**src/rtl/rv_branch_pkg.sv**
```systemverilog
// Shared definitions for the RV32 branch prediction / target generation logic.
//  - Opcodes for conditional branches (B-type) and JAL.
//  - 2-bit saturating direction counter type and its four states.
package rv_branch_pkg;

  localparam logic [6:0] OPC_BRANCH = 7'b1100011;
  localparam logic [6:0] OPC_JAL    = 7'b1101111;

  // Counter MSB is the taken prediction.
  typedef enum logic [1:0] {
    CTR_SNT = 2'b00,  // strong not-taken
    CTR_WNT = 2'b01,  // weak not-taken
    CTR_WT  = 2'b10,  // weak taken
    CTR_ST  = 2'b11   // strong taken
  } ctr_t;

endpackage

```
**src/rtl/branch_imm_decode.sv**
```systemverilog
// Combinational immediate extraction for B-type and JAL instructions.
// Ports:
//  opcode    in  7     instruction[6:0]
//  inst      in  25    instruction[31:7]; instruction bit k = inst[k-7]
//  is_branch out 1     opcode is a conditional branch
//  is_jal    out 1     opcode is JAL
//  imm       out XLEN  sign-extended PC-relative offset (0 for other opcodes)
module branch_imm_decode
  import rv_branch_pkg::*;
#(
  parameter int XLEN = 32
) (
  input  logic [6:0]      opcode,
  input  logic [24:0]     inst,
  output logic            is_branch,
  output logic            is_jal,
  output logic [XLEN-1:0] imm
);

  logic [12:0] b_imm;
  logic [20:0] j_imm;

  // Instruction bit k lives at inst[k-7].
  // B: {i[31], i[7], i[30:25], i[11:8], 0}
  assign b_imm = {inst[24], inst[0], inst[23:18], inst[4:1], 1'b0};
  // J: {i[31], i[19:12], i[20], i[30:21], 0}
  assign j_imm = {inst[24], inst[12:5], inst[13], inst[23:14], 1'b0};

  always_comb begin
    is_branch = (opcode == OPC_BRANCH);
    is_jal    = (opcode == OPC_JAL);
    imm       = '0;
    if (is_branch) begin
      imm = {{(XLEN-13){b_imm[12]}}, b_imm};
    end else if (is_jal) begin
      imm = {{(XLEN-21){j_imm[20]}}, j_imm};
    end
  end

endmodule

```
**src/rtl/branch_target_buffer.sv**
```systemverilog
// Fetch-stage direct-mapped BTB with 2-bit direction counters, plus the
// decode-stage PC-relative target generator for B-type and JAL.
// Ports:
//  clk, reset                    rising-edge clock, synchronous active-high reset
//  flush                         kills the lookup/decode results of this cycle
//  lookup_valid, lookup_pc       fetch lookup request
//  pred_valid/hit/taken/target   lookup result, one cycle later (target 0 on miss)
//  dec_valid/opcode/inst/pc      decode-stage instruction
//  tgt_valid/is_jal/addr         decoded branch/JAL target, one cycle later
//  upd_valid/pc/taken/target     EX-stage resolution used to train the table
module branch_target_buffer
  import rv_branch_pkg::*;
#(
  parameter  int XLEN    = 32,
  parameter  int ENTRIES = 16,
  localparam int INDEX_W = $clog2(ENTRIES),
  localparam int TAG_W   = XLEN - INDEX_W - 2
) (
  input  logic            clk,
  input  logic            reset,
  input  logic            flush,
  input  logic            lookup_valid,
  input  logic [XLEN-1:0] lookup_pc,
  output logic            pred_valid,
  output logic            pred_hit,
  output logic            pred_taken,
  output logic [XLEN-1:0] pred_target,
  input  logic            dec_valid,
  input  logic [6:0]      dec_opcode,
  input  logic [24:0]     dec_inst,
  input  logic [XLEN-1:0] dec_pc,
  output logic            tgt_valid,
  output logic            tgt_is_jal,
  output logic [XLEN-1:0] tgt_addr,
  input  logic            upd_valid,
  input  logic [XLEN-1:0] upd_pc,
  input  logic            upd_taken,
  input  logic [XLEN-1:0] upd_target
);

  function automatic ctr_t ctr_sat_inc(input ctr_t c);
    return (c == CTR_ST) ? CTR_ST : ctr_t'(c + 2'b01);
  endfunction

  function automatic ctr_t ctr_sat_dec(input ctr_t c);
    return (c == CTR_SNT) ? CTR_SNT : ctr_t'(c - 2'b01);
  endfunction

  // Table storage
  logic [ENTRIES-1:0] tbl_valid;
  logic [TAG_W-1:0]   tbl_tag    [ENTRIES];
  logic [XLEN-1:0]    tbl_target [ENTRIES];
  ctr_t               tbl_ctr    [ENTRIES];

  // Byte-offset bits of the PCs carry no information for aligned instructions.
  logic unused_pc_bits;
  assign unused_pc_bits = ^{lookup_pc[1:0], upd_pc[1:0]};

  // Lookup read (stage 0)
  logic [INDEX_W-1:0] lk_idx;
  logic [TAG_W-1:0]   lk_tag;
  logic               lk_go;
  logic               lk_hit;

  assign lk_idx = lookup_pc[INDEX_W+1:2];
  assign lk_tag = lookup_pc[XLEN-1:INDEX_W+2];
  assign lk_go  = lookup_valid & ~flush;
  assign lk_hit = lk_go & tbl_valid[lk_idx] & (tbl_tag[lk_idx] == lk_tag);

  // Lookup result register (stage 0 -> 1)
  logic            vld_p1;
  logic            hit_p1;
  logic            taken_p1;
  logic [XLEN-1:0] target_p1;

  always_ff @(posedge clk) begin
    if (reset) begin
      vld_p1    <= 1'b0;
      hit_p1    <= 1'b0;
      taken_p1  <= 1'b0;
      target_p1 <= '0;
    end else begin
      vld_p1    <= lk_go;
      hit_p1    <= lk_hit;
      taken_p1  <= lk_hit & tbl_ctr[lk_idx][1];
      target_p1 <= lk_hit ? tbl_target[lk_idx] : '0;
    end
  end

  assign pred_valid  = vld_p1;
  assign pred_hit    = hit_p1;
  assign pred_taken  = taken_p1;
  assign pred_target = target_p1;

  // Decode target generation (stage 0)
  logic            dec_is_branch;
  logic            dec_is_jal;
  logic [XLEN-1:0] dec_imm;
  logic            dec_go;

  branch_imm_decode #(.XLEN(XLEN)) u_imm_decode (
    .opcode    (dec_opcode),
    .inst      (dec_inst),
    .is_branch (dec_is_branch),
    .is_jal    (dec_is_jal),
    .imm       (dec_imm)
  );

  assign dec_go = dec_valid & ~flush & (dec_is_branch | dec_is_jal);

  // Decode result register (stage 0 -> 1); the add wraps modulo 2^XLEN.
  logic            tgt_vld_p1;
  logic            tgt_jal_p1;
  logic [XLEN-1:0] tgt_addr_p1;

  always_ff @(posedge clk) begin
    if (reset) begin
      tgt_vld_p1  <= 1'b0;
      tgt_jal_p1  <= 1'b0;
      tgt_addr_p1 <= '0;
    end else begin
      tgt_vld_p1  <= dec_go;
      tgt_jal_p1  <= dec_go & dec_is_jal;
      tgt_addr_p1 <= dec_go ? (dec_pc + dec_imm) : '0;
    end
  end

  assign tgt_valid  = tgt_vld_p1;
  assign tgt_is_jal = tgt_jal_p1;
  assign tgt_addr   = tgt_addr_p1;

  // Table training. Writes land at the edge, so a same-cycle lookup above
  // still sees the old entry.
  logic [INDEX_W-1:0] up_idx;
  logic [TAG_W-1:0]   up_tag;
  logic               up_hit;

  assign up_idx = upd_pc[INDEX_W+1:2];
  assign up_tag = upd_pc[XLEN-1:INDEX_W+2];
  assign up_hit = tbl_valid[up_idx] & (tbl_tag[up_idx] == up_tag);

  always_ff @(posedge clk) begin
    if (reset) begin
      tbl_valid <= '0;
    end else if (upd_valid && !up_hit && upd_taken) begin
      tbl_valid[up_idx] <= 1'b1;
    end
  end

  // Entry payload is not cleared by reset (valid bits gate it), but a
  // concurrent update must not land while reset is asserted.
  always_ff @(posedge clk) begin
    if (!reset && upd_valid) begin
      if (up_hit) begin
        if (upd_taken) begin
          tbl_ctr[up_idx]    <= ctr_sat_inc(tbl_ctr[up_idx]);
          tbl_target[up_idx] <= upd_target;
        end else begin
          tbl_ctr[up_idx]    <= ctr_sat_dec(tbl_ctr[up_idx]);
        end
      end else if (upd_taken) begin
        tbl_tag[up_idx]    <= up_tag;
        tbl_target[up_idx] <= upd_target;
        tbl_ctr[up_idx]    <= CTR_WT;
      end
    end
  end

endmodule

```
**config.mk**
```make
export PLATFORM = sky130hd
export DESIGN_NAME = branch_target_buffer
export DESIGN_NICKNAME = d
export VERILOG_FILES = /design/src/rtl/rv_branch_pkg.sv /design/src/rtl/branch_imm_decode.sv /design/src/rtl/branch_target_buffer.sv
export SDC_FILE = /design/constraint.sdc
export NUM_CORES = 1
export LEC_CHECK = 0
export BUFFER_PORTS_ARGS = -buffer_cell sky130_fd_sc_hd__buf_2
export CORE_MARGIN = 2
export CORE_UTILIZATION = 25
export CTS_CLUSTER_SIZE = 12
export DETAILED_ROUTE_END_ITERATION = 6
export PLACE_DENSITY = 0.47
export SLEW_MARGIN = 0
export SYNTH_ARGS = -nofsm -noshare
export SYNTH_HDL_FRONTEND = slang
export SYNTH_SLANG_ARGS = --single-unit
export TNS_END_PERCENT = 5
```
**constraint.sdc**
```tcl
create_clock -name clk -period 5.1 [get_ports clk]
set_input_delay 0.51 -clock clk [delete_from_list [all_inputs] [get_ports clk]]
set_output_delay 0.51 -clock clk [all_outputs]
set_load 0.05 [all_outputs]
```
-- Word-level counts from Yosys, hierarchy flattened
Memories as Yosys holds them, arrays and structs flattened. A register that Yosys moved wholly into a read port is not among the register bits.
Cells that the tools add are included.
- register bits after elaboration: 53
- input bits: 167
- memory bits (writable): 960
- memories kept: 3
- logic and storage cells: 70
- memory list (name ; depth ; bits a word ; read ports ; clocked after Yosys merged registers in ; write ports ; line ; RTL):
    tbl_target ; 16 ; 32 ; 1 ; 1 ; 1 ; branch_target_buffer.sv:52 ; logic [XLEN-1:0] tbl_target [ENTRIES];
    tbl_tag ; 16 ; 26 ; 2 ; 0 ; 1 ; branch_target_buffer.sv:51 ; logic [TAG_W-1:0] tbl_tag [ENTRIES];
    tbl_ctr ; 16 ; 2 ; 2 ; 0 ; 1 ; branch_target_buffer.sv:53 ; ctr_t tbl_ctr [ENTRIES];
- multiplexer cells: 24
- reductions and logical operators: 9
- bitwise logic cells: 16
- equal/unequal tests: 5
- add/subtract/negate cells: 3
- magnitude comparators: 3
- operator list (operator ; count):
    two-way mux 32 bit ; 3
    == test 26 bit ; 2
    adder 32 bit ; 1
    bitwise OR 16 bit ; 1
    == test 7 bit, second input constant ; 2
    two-way mux 1 bit ; 14
    less-than comparator 4 x 5 -> 1 bit, second input constant ; 2
    AND 1 bit ; 8
    binary-select mux 1 bit (select 4 bit) ; 2
    two-way mux 2 bit ; 4
    demux 1 bit (select 4 bit) ; 1
    greater-or-equal comparator 4 x 1 -> 1 bit, second input constant ; 1
    logical AND 1 bit ; 4
    bitwise OR 1 bit ; 4
    OR reduction 2 bit ; 2
    inverter 1 bit ; 3
    adder 2 x 1 -> 2 bit, second input constant ; 1
    == test 2 bit, second input constant ; 1
    zero test 1 bit ; 2
    zero test 2 bit ; 1
    subtractor 2 x 1 -> 2 bit, second input constant ; 1

-- Longest topological paths before layout
Gate-level depths: netlist (run 1).
- word-level depth: 8
- mapped depth: 17
- depth with buffers taken out: 17

-- Cells and area by module
A second synthesis (run 1) with hierarchy kept.
- cell total of the unflattened synthesis: 2376
- area total of the unflattened synthesis: 45658.8 um^2
- modules (own cells, without submodules) (module ; instances ; area each (um^2) ; cells each ; sequential area each (um^2)):
    branch_target_buffer ; 1 ; 45138.3 ; 2303 ; 30529.3
    branch_imm_decode ; 1 ; 520.5 ; 73 ; 0.0

-- Worst setup path before layout (run 1)
OpenSTA, ideal clock, no wires.
- kind: input to register
- from: input port upd_pc[3]
- to: memory tbl_tag[0][0] (netlist name), enable pin
- buffers on the path: 2
- setup slack: 0.419 ns
- data arrival time: 4.237 ns
- required time: 4.656 ns
- stages on the path: 9
- cells stage by stage: buf_2 > buf_1 > mux4_2 > mux4_2 > xnor2_1 > nand4_1 > a211o_1 > o21ai_4 > nor3_1
- longest elaborated chain between the ends: 6
- RTL lines (what ; line ; RTL):
    start, declared ; branch_target_buffer.sv:36 ; input logic [XLEN-1:0] upd_pc,
    memory read (16 x 26 bit) / binary-select mux 1 bit (select 4 bit) (equally long branches) ; n/a ;
    == test 26 bit / two-way mux 1 bit (equally long branches) ; branch_target_buffer.sv:140 ; assign up_hit = tbl_valid[up_idx] & (tbl_tag[up_idx] == up_tag);
    AND 1 bit ; branch_target_buffer.sv:140 ;
    two-way mux 1 bit ; branch_target_buffer.sv:154 ; if (up_hit) begin
    two-way mux 1 bit ; branch_target_buffer.sv:153 ; if (!reset && upd_valid) begin
    two-way mux 1 bit (not written as such) ; branch_target_buffer.sv:162 ; tbl_tag[up_idx] <= up_tag;
    end, declared ; branch_target_buffer.sv:51 ;
Several ways; a longest one is shown, not always the timed one. The select of a mux whose other input is x is not followed.

==> out/metrics.cfg, run 1 <==
[worst_setup_path]
slowest_stage=nor3_2
end_kind=flip-flop
crit_arrival_ps=4340
cp_cell_sequence=mux4_2 -> nor2b_1 -> a211oi_1 -> a21oi_1 -> and2_1 -> o21ai_1 -> a211o_1 -> o21ai_4 -> buf_12 -> nor3_2 -> buf_12
criticalPathCategory=flip-flop to flip-flop
path_max_fanout=22
slowest_delay_ps=750
critPathLaunchType=flip-flop
cp.required_ps=5500
crit_top_cell=buf_12

[logic_synthesis]
synth-edff-count=960
yosys-top-cells-count=edfxtp_1, mux4_2, nor2_1
yosys-top-cells-area=edfxtp_1, mux4_2, dfxtp_1, mux2i_1, xnor2_1
synth-xor-area-share=0.01251
yosysWarnings=0
synth_compound_area_frac=0.03183
synth_cell_types=63
syn_nets=2467
ys_seq_area_frac=0.6814
synth.top_cell.area_share=0.6434
synth_fa_ha_area_frac=0.008824
syn_area_um2=44810
syn_area_per_cell_um2=19.75
syn_inst=2269
synthArstFlopShare=0
synth.mux.area_fraction=0.2145
synth_top_family_by_area=multiplexers
synthSimpleGateAreaFrac=0.03468
ys_ff_latch=1045
netlist.top_cell.by_area=edfxtp_1
synthMostInstantiatedCell=edfxtp_1
ys.flop_type=edfxtp_1

[clock_network]
hold_buffers=4
clockBufferDepth=3
numClockSinks=1045
cts-root-buf=clkbuf_16
postCtsSetupRepairBufs=0
cts_buffers=118
cts_tree=yes
h-tree-depth=3
clk_latency_ps=790
path_clk_slew_ps=60
ctsResizeCount=0

[floorplan]
die_area_um2=182600
initial_utilization=0.2514
io_pins=236
core_um2=178200
die_y_um=427.4
row_count=155
die_w_um=427.4

[global_routing]
use_met1=0.1831
grt_pass1_wl_mm=183.9
grt_pass1_vias=24860
use_met3=0.02349
top_usage_layer=met2
grt_max_degree=95
grtUsageMet2=0.2425
grt_usage=0.1402
antenna_found_initial=24
grt_overflow=0

[timing]
tightest_slew_ps=979.0
period_share=0.7722
max_freq_ghz=0.2539
finalClockSkew_ps=82.75
setup_viol=0
grt_setup_unrepaired=false
hold_violations=0
tns_ps=0
fin_crit_ps=3938
hold_ws_ps=97.90
finalWorstSetupSlack_ps=1162
relSlewSlack=0.3452
drv_slew=0

[power]
power.density_nw_per_um2=355.1
ir_worst_vdd_mv=0.3164
leakage_nw=17.78
power.total_mw=19.00

[place]
port_buffers=231
detailedPlace.worstSlack_ps=400.6
gp_congestion=0.7947
hpwlAfterDp_mm=78.64

[finish]
nets=2802
areaGrowthSynthToFinish_pct=19.44
drive_above_1_share=0.3577
postLayoutCoreUtil=0.3003
fill_cells=17370

[run]
maxCapViolCount=0

[drt]
drt-total-wl_mm=129.9
firstDrtPassIters=5
routed_via_density=4.714
dr_total_vias=23870
drc=0
drt_iter0_drc=2063
post_drt_wl_per_cell_um=25.65
ant_nets=0

[hold_path]
hold_class=input port to flip-flop

[run_status]
status=finished clean

[report_power, final]
part	switching (mW)	internal, mW	total [mW]
registers	0.0168	9.41	9.42
logic	0.687	0.525	1.21
clock network	3.63	4.74	8.37
[critical path, delay by kind of cell, from the launching register on]
kind / cells / cell delay [ps]
compound gates: 5 / 1140
mux: 1 / 460
simple gates: 3 / 1070
flops: 1 / 380
buf+inv: 2 / 510
[cells by family after synthesis]
family,Yosys count
AND/OR/NAND/NOR,296
adder cells (fa/ha/maj),31
buffers and inverters,156
multiplexers,468
flip-flops,1045
XOR/XNOR,64
AO/OA/AOI/OAI,209
[stage by stage]
stage	cells	instance area [µm²]
after global routing	5062	53510
final	5064	53520
after detailed placement	4835	49630
after floorplan	2269	44810
after CTS	5061	53510
after global placement	4835	49630
[placed cells by master, fill, tap and decap left out, drive strengths merged, types with 20 or more instances in the layout]
cell type,n
mux2i,60
nor2b,20
xnor2,45
nor3,36
clkbuf,163
nor2,86
o21ai,31
inv,31
clkinv,45
nand2,38
a21oi,40
and3,40
ha,30
a21o,41
mux4,392
buf,337
edfxtp,960
dfxtp,85
[sequential cells by signal, summed over array words and instances, names as in the netlist]
name         flops
pred_hit         1
tgt_is_jal       1
pred_valid       1
tgt_valid        1
pred_taken       1
tbl_target     512
tbl_tag        416
tbl_valid       16
tgt_addr        32
pred_target     32
tbl_ctr         32
[worst paths after layout]
kind | start | end | slack [ps] | cells after the start
worst min register to register | tbl_valid[8]$_SDFFE_PP0P_ | tbl_valid[8]$_SDFFE_PP0P_ | 470 | 1
worst max register to register | tbl_tag[4][24]$_DFFE_PP_ | tbl_tag[4][7]$_DFFE_PP_ | 1160 | 11
worst min-delay path | upd_target[22] | tbl_target[15][22]$_DFFE_PP_ | 100 | 1
worst max-delay path | tbl_tag[4][24]$_DFFE_PP_ | tbl_tag[4][7]$_DFFE_PP_ | 1160 | 11
[layout make-up]
class                   count  area, µm²  area share
inverters                  28      105.1    0.001964
multi-input cells        1068      13770      0.2573
diodes                      3      7.507   0.0001403
clock buffers             161       3246     0.06065
clock inverters            61      595.6     0.01113
repair buffers            343       2315     0.04325
flip-flops and latches   1045      30530      0.5705
well taps                2355       2947     0.05506
[layer usage]
layer,up-vias,share of wire
met5,-,0.00080
met3,197,0.038
li1,10210,-
met4,16,0.022
met1,12940,0.43
met2,508,0.51
(Power assumes the default switching activity.)
==> run 2: changes to the inputs <==
--- a/config.mk
+++ b/config.mk
@@ -5,12 +5,13 @@
 export SDC_FILE = /design/constraint.sdc
 export NUM_CORES = 1
 export LEC_CHECK = 0
+export ABC_AREA = 1
 export BUFFER_PORTS_ARGS = -buffer_cell sky130_fd_sc_hd__buf_2
 export CORE_MARGIN = 2
 export CORE_UTILIZATION = 25
 export CTS_CLUSTER_SIZE = 12
 export DETAILED_ROUTE_END_ITERATION = 6
-export PLACE_DENSITY = 0.47
+export PLACE_DENSITY = 0.49
 export SLEW_MARGIN = 0
 export SYNTH_ARGS = -nofsm -noshare
 export SYNTH_HDL_FRONTEND = slang
==> constraint.sdc (replaced) <==
create_clock -name clk -period 3.6 [get_ports clk]
set_input_delay 0.36 -clock clk [delete_from_list [all_inputs] [get_ports clk]]
set_output_delay 0.36 -clock clk [all_outputs]
set_load 0.05 [all_outputs]
==> run 2 against run 1 <==
Synthesized area rose by 5.1%. Register-to-register slack got worse by 770 ps. Largest power group unchanged. Combinational power rose by 88%. Largest cell class unchanged. Setup slack got worse by 840 ps.
==> out/metrics.cfg, run 2 <==
[run_status]
status=finished clean

[hold_path]
hold_class=input port to flip-flop
worstHoldPathCells=1  ; unchanged
holdPathEnd=tbl_tag[9][14]$_DFFE_PP_
hp-start=upd_pc[20]

[floorplan]
die_w_um=438.1  ; +2.5%
io_pins=236  ; unchanged
initial_utilization=0.2511  ; -0.0002702
core_um2=187600  ; +5.3%
row_count=159  ; +2.6%
die_y_um=438.1  ; +2.5%
die_area_um2=191900  ; +5.1%

[clock_network]
clk_latency_ps=770  ; -20 ps
clockBufferDepth=3  ; unchanged
path_clk_slew_ps=60  ; about the same
postCtsSetupRepairBufs=0  ; unchanged
cts_tree=yes
cts_buffers=114  ; -3.4%
cts-root-buf=clkbuf_16
h-tree-depth=3  ; unchanged
numClockSinks=1045  ; unchanged

[global_routing]
grt_usage=0.1603  ; +0.02014
grt_pass1_vias=35080  ; +41%
use_met3=0.02102  ; -0.002465
top_usage_layer=met2
grt_overflow=0  ; unchanged
grt_pass1_wl_mm=231.7  ; +26%
grtUsageMet2=0.2691  ; +0.02669
antenna_found_initial=12  ; -50%
use_met1=0.2127  ; +0.02958
grt_max_degree=192  ; +100%

[worst_setup_path]
critPathLaunchType=input port
timing.rr.end=tbl_tag[10][8]$_DFFE_PP_
path_max_fanout=4  ; -82%
cp.required_ps=4290  ; -1210 ps
crit_arrival_ps=3970  ; -370 ps
end_kind=flip-flop
r2r-start=tbl_tag[9][9]$_DFFE_PP_
criticalPathCategory=input port to flip-flop
r2r_cells=18  ; +7
reg2reg_slack_ps=390  ; -770 ps

[logic_synthesis]
syn_area_per_cell_um2=10.08  ; -49%
synth.top_cell.area_share=0.6119  ; -0.03149
syn_area_um2=47110  ; +5.1%
ys_ff_latch=1045  ; unchanged
ys.flop_type=edfxtp_1
synthMostInstantiatedCell=nand2_1
synth_cell_types=45  ; -29%
yosys-top-cells-area=edfxtp_1, nand2_1, o21ai_0, nor2_1, dfxtp_1
syn_inst=4673  ; +110%
ys_seq_area_frac=0.6480  ; -0.03335
synthArstFlopShare=0  ; unchanged
syn_nets=4871  ; +97%
yosys-top-cells-count=nand2_1, edfxtp_1, nor2_1
synth-edff-count=960  ; unchanged
yosysWarnings=0  ; unchanged
netlist.top_cell.by_area=edfxtp_1

[place]
detailedPlace.worstSlack_ps=-35.90  ; -436.5 ps
hpwlAfterDp_mm=93.52  ; +19%
port_buffers=231  ; unchanged
gp_congestion=0.8548  ; +7.6%

[power]
power.density_nw_per_um2=473.8  ; +33%
leakage_nw=21.15  ; +19%
ir_worst_vdd_mv=0.3639  ; +15%

[finish]
areaGrowthSynthToFinish_pct=22.27
nets=5219  ; +86%
largest_reg_flops=512  ; unchanged
postLayoutCoreUtil=0.3071  ; +0.006793
top_regs=tbl_target x512, tbl_tag x416
final_common_cell=nand2_1
drive_above_1_share=0.1342  ; -0.2236
largest_register=tbl_target
layout_common_cells=nand2_1, edfxtp_1, nor2_1

[timing]
finalClockSkew_ps=70.18  ; -12.57 ps
drv_slew=0  ; unchanged
hold_violations=0  ; unchanged
setup_viol=0  ; unchanged
grt_setup_unrepaired=false
period_share=0.9109
max_freq_ghz=0.3050
relSlewSlack=0.1781  ; -0.1672
finalWorstSetupSlack_ps=320.9  ; -841.0 ps
tightest_slew_ps=1230  ; +251.0 ps
fin_crit_ps=3279

[run]
maxCapViolCount=0  ; unchanged

[drt]
post_drt_wl_per_cell_um=20.65  ; -19%
drt_iter0_drc=2889  ; +40%
routed_via_density=4.730  ; +0.34%
dr_total_vias=36050  ; +51%
drc=0  ; unchanged
ant_nets=0  ; unchanged
drt-total-wl_mm=157.4  ; +21%
firstDrtPassIters=6  ; +1

==> run 2: cell types whose count changed after synthesis, sizes merged, moves of 84 or more <==
cell | before | now
inv | 26 | 164
buf | 71 | 156
nand3 | 13 | 103
o221ai | 4 | 89
o21ai | 31 | 605
mux4 | 392 | 0
nor2 | 86 | 746
nand2 | 38 | 1182
o211ai | 3 | 87
==> run 2: cells by family after synthesis <==
kind of cell | share of synthesized area
XOR/XNOR | 0.001859
buffers and inverters | 0.04132
flip-flops | 0.6480
AND/OR/NAND/NOR | 0.1710
AO/OA/AOI/OAI | 0.1294
adder cells (fa/ha/maj) | 0.008392
==> run 2: layout make-up <==
| cell class | count | area, µm² |
|---|---|---|
| fillers | 19160 | 130000 |
| multi-input cells | 3170 | 14910 |
| diodes | 4 | 10.01 |
| well taps | 2495 | 3122 |
| repair buffers | 525 | 4644 |
| clock buffers | 166 | 3198 |
| clock inverters | 50 | 545.5 |
| inverters | 165 | 640.6 |
| flip-flops and latches | 1045 | 30530 |
==> run 2: where the power goes <==
| part | internal, mW | total (mW) | switching, mW |
|---|---|---|---|
| Combinational | 0.720 | 2.27 | 1.55 |
| Clock | 6.69 | 11.7 | 4.98 |
| Sequential | 13.3 | 13.4 | 0.0234 |
==> run 2: routing by layer <==
metal | wire length (µm) | vias to the layer above
li1 | - | 17070
met1 | 69110 | 17670
met2 | 75700 | 1047
met3 | 7944 | 249
met4 | 4572 | 6
met5 | 40 | -
==> run 2: how the worst max path moves through the flow <==
stage	startpoint	end	slack (ps)	cells past startpoint
CTS	dec_opcode[4]	tgt_addr[25]$_SDFF_PP0_	350	21
finish	dec_opcode[4]	tgt_addr[31]$_SDFF_PP0_	320	23
floorplan	upd_pc[2]	tbl_tag[10][0]$_DFFE_PP_	220	17
detailed placement	upd_pc[3]	tbl_tag[4][19]$_DFFE_PP_	-40	17
global route	dec_opcode[4]	tgt_addr[31]$_SDFF_PP0_	30	23
global placement	upd_pc[2]	tbl_tag[5][20]$_DFFE_PP_	-30	19
==> run 2: worst max-delay path, cell delays in order <==
cell           delay [ps]
dlygate4sd3_1         530
buf_2                 120
nor2_1                220
nand2_1               140
o31ai_1               310
ha_1                  230
inv_1                  60
fa_1                  370
inv_1                  80
nand2_1                60
o21ai_0               220
a21boi_0              180
inv_1                 110
nand2_1                60
nand2_1               150
nand2_1                70
nand2_1                90
nand2_1                60
o211ai_1              180
a21oi_1               150
nand2_1                80
nand2_1                40
nor2_1                100
==> run 2: what timing repair did <==
action / CTS / global route
gates resized for setup: 0 / 1
hold buffers: 67 / 0
hold endpoints to repair: 743 / 0
setup endpoints to repair: 0 / 2
==> run 2: metrics by stage <==
| step | instances | setup TNS (ps) | power, mW | instance area (µm²) | hold slack, ps |
|---|---|---|---|---|---|
| global route | 7618 | 0 | 28.27 | 57600 | 44.20 |
| floorplan | 4673 | 0 | 14.79 | 47110 | 442.6 |
| CTS | 7616 | 0 | 27.59 | 57590 | 1.635 |
| global placement | 7333 | -1496 | 15.80 | 53180 | 470.0 |
| finish | 7620 | 0 | 27.29 | 57600 | 40.90 |
| detailed placement | 7333 | -1562 | 15.82 | 53180 | 477.0 |
==> run 3: changes to the inputs <==
--- a/config.mk
+++ b/config.mk
@@ -11,7 +11,6 @@
 export CORE_UTILIZATION = 25
 export CTS_CLUSTER_SIZE = 12
 export DETAILED_ROUTE_END_ITERATION = 6
-export PLACE_DENSITY = 0.49
 export SLEW_MARGIN = 0
 export SYNTH_ARGS = -nofsm -noshare
 export SYNTH_HDL_FRONTEND = slang
==> run 3 against run 2 <==
Via count increased by 1.5%. Clock power down 5%. Highest routed layer unchanged. Final cell count down 1.2%. Critical path type unchanged. Fmax is 11% higher. Die area did not move. Clock skew down 14 ps.
==> out/metrics.cfg, run 3 (synthesis results as in run 2) <==
[place]
hpwlAfterDp_mm=86.07  ; -8.0%
gp_congestion=0.8654  ; +1.2%
place_inst=7265  ; -0.93%
port_buffers=231  ; unchanged

[global_routing]
grt_pass1_vias=34780  ; -0.85%
grt_max_degree=132  ; -31%
grt_usage=0.1511  ; -0.009187
grt_pass1_wl_mm=221.0  ; -4.6%
grt_overflow=0  ; unchanged
antenna_found_initial=14  ; +2

[worst_setup_path]
crit_end=tgt_addr[31]$_SDFF_PP0_
r2r_cells=17  ; -1
reg2reg_slack_ps=650  ; +260 ps
r2r-start=tbl_tag[9][9]$_DFFE_PP_
criticalPathCategory=input port to flip-flop
timing.rr.end=tbl_ctr[12][0]$_DFFE_PP_
end_kind=flip-flop
cp-startpoint=dec_opcode[3]
critPathLaunchType=input port
cp.required_ps=4230  ; -60 ps
crit_arrival_ps=3590  ; -380 ps
path_max_fanout=4  ; unchanged

[finish]
areaGrowthSynthToFinish_pct=20.12
drive_above_1_share=0.1192  ; -0.01493
top_regs=tbl_target x512, tbl_tag x416
nets=5132  ; -1.7%
multiInputGateArea_um2=14910  ; unchanged
final_common_cell=nand2_1
layout_common_cells=nand2_1, edfxtp_1, nor2_1
largest_register=tbl_target
fill_cells=19040  ; -0.61%
stdcell_count=7527  ; -1.2%
largest_reg_flops=512  ; unchanged
seqCellArea_um2=30530  ; unchanged

[timing]
tightest_slew_ps=751.4  ; -478.6 ps
hold_violations=0  ; unchanged
relSlewSlack=0.4991  ; +0.3210
fin_crit_ps=2960  ; -318.9 ps
max_freq_ghz=0.3378  ; +11%
period_share=0.8223  ; -0.08859
drv_slew=0  ; unchanged
grt_setup_unrepaired=false
tns_ps=0  ; unchanged
setup_viol=0  ; unchanged
finalClockSkew_ps=56.19  ; -13.98 ps

[clock_network]
hold_buffers=53  ; -21%
h-tree-depth=3  ; unchanged
clk_latency_ps=740  ; -30 ps
numClockSinks=1045  ; unchanged
postCtsSetupRepairBufs=0  ; unchanged
cts_buffers=109  ; -4.4%
path_clk_slew_ps=60  ; about the same
clockBufferDepth=3  ; unchanged
cts_tree=yes
cts-root-buf=clkbuf_16
ctsResizeCount=0  ; unchanged

[drt]
drt-total-wl_mm=150.8  ; -4.2%
drt_iter0_drc=3736  ; +29%
dr_total_vias=36600  ; +1.5%
routed_via_density=4.863  ; +2.8%
post_drt_wl_per_cell_um=20.03  ; -3.0%
firstDrtPassIters=6  ; unchanged
ant_nets=0  ; unchanged
drc=0  ; unchanged

[run]
maxCapViolCount=0  ; unchanged

[floorplan]
die_w_um=438.1  ; unchanged
row_count=159  ; unchanged
die_y_um=438.1  ; unchanged
initial_utilization=0.2511  ; unchanged
die_area_um2=191900  ; unchanged
core_um2=187600  ; unchanged
io_pins=236  ; unchanged

[power]
leakage_nw=20.58  ; -2.7%
power.density_nw_per_um2=470.6  ; -0.68%
ir_worst_vdd_mv=0.3864  ; +6.2%

[run_status]
status=finished clean

[hold_path]
hold_class=input port to flip-flop

run 3: cell types whose count changed in the layout (fill, tap and decap cells not counted), sizes merged:
cell         change
clkbuf           -8
buf             -68
clkinv           -6
clkinvlp         +1
inv              -2
diode            +4
dlygate4sd3     -14
run 3: layer usage:
metal  GRT usage  wire length, µm  part of all wire
met2      0.2555            72780              0.48
met4     0.06457             5984             0.040
met5           0               27           0.00018
met1      0.1941            61840              0.41
met3     0.01908            10150             0.067
run 3: layout make-up:
type / instances / area share
multi-input combinational: 3170 / 0.2635
sequential: 1045 / 0.5395
tap: 2495 / 0.05516
clock inverter: 43 / 0.008711
antenna: 8 / 0.0003537
timing repair buffer: 443 / 0.06858
clock buffer: 158 / 0.05286
inverter: 165 / 0.01132
run 3: how the worst min path moves through the flow:
stage	startpoint	to	cells past startpoint	slack, ps
after floorplan	reset	pred_valid$_SDFF_PP0_	1	440
after global placement	tbl_valid[12]$_SDFFE_PP0P_	tbl_valid[12]$_SDFFE_PP0P_	2	470
after detailed placement	tbl_valid[12]$_SDFFE_PP0P_	tbl_valid[12]$_SDFFE_PP0P_	2	490
after CTS	upd_pc[8]	tbl_tag[9][2]$_DFFE_PP_	1	0.7
after global routing	upd_pc[29]	tbl_tag[5][23]$_DFFE_PP_	1	30
final	upd_pc[15]	tbl_tag[3][9]$_DFFE_PP_	1	40
run 3: critical path, cell delays in order:
cell	delay, ps
buf_2	100
nor4_1	410
nand2_1	130
inv_1	100
nand2_1	70
o31ai_1	90
ha_1	230
inv_1	60
fa_1	380
inv_1	80
nand2_1	60
o21ai_0	250
a21boi_0	200
inv_1	160
nand2_1	70
nand2_1	110
nand2_1	70
nand2_1	100
nand2_1	70
o211ai_1	180
a21oi_1	150
nor2_1	120
nor2_1	50
run 3: stage by stage:
step                      instance area [µm²]  utilization  worst slack (ps)  power, mW  hold WS, ps
after floorplan                         47110            -             218.4      14.79        442.6
after global placement                  52560       0.2802             8.400      15.67        473.3
after detailed placement                52560       0.2802            -40.16      15.71        485.2
after CTS                               56570       0.3016             714.4      26.81       0.7356
after global routing                    56590       0.3016             375.8      27.47        31.77
final                                   56590       0.3017             639.8      26.63        38.39
run 3: report_power, final:
| group | switching [mW] | internal (mW) |
|---|---|---|
| logic | 1.51 | 0.657 |
| registers | 0.0238 | 13.3 |
| clock network | 4.82 | 6.28 |
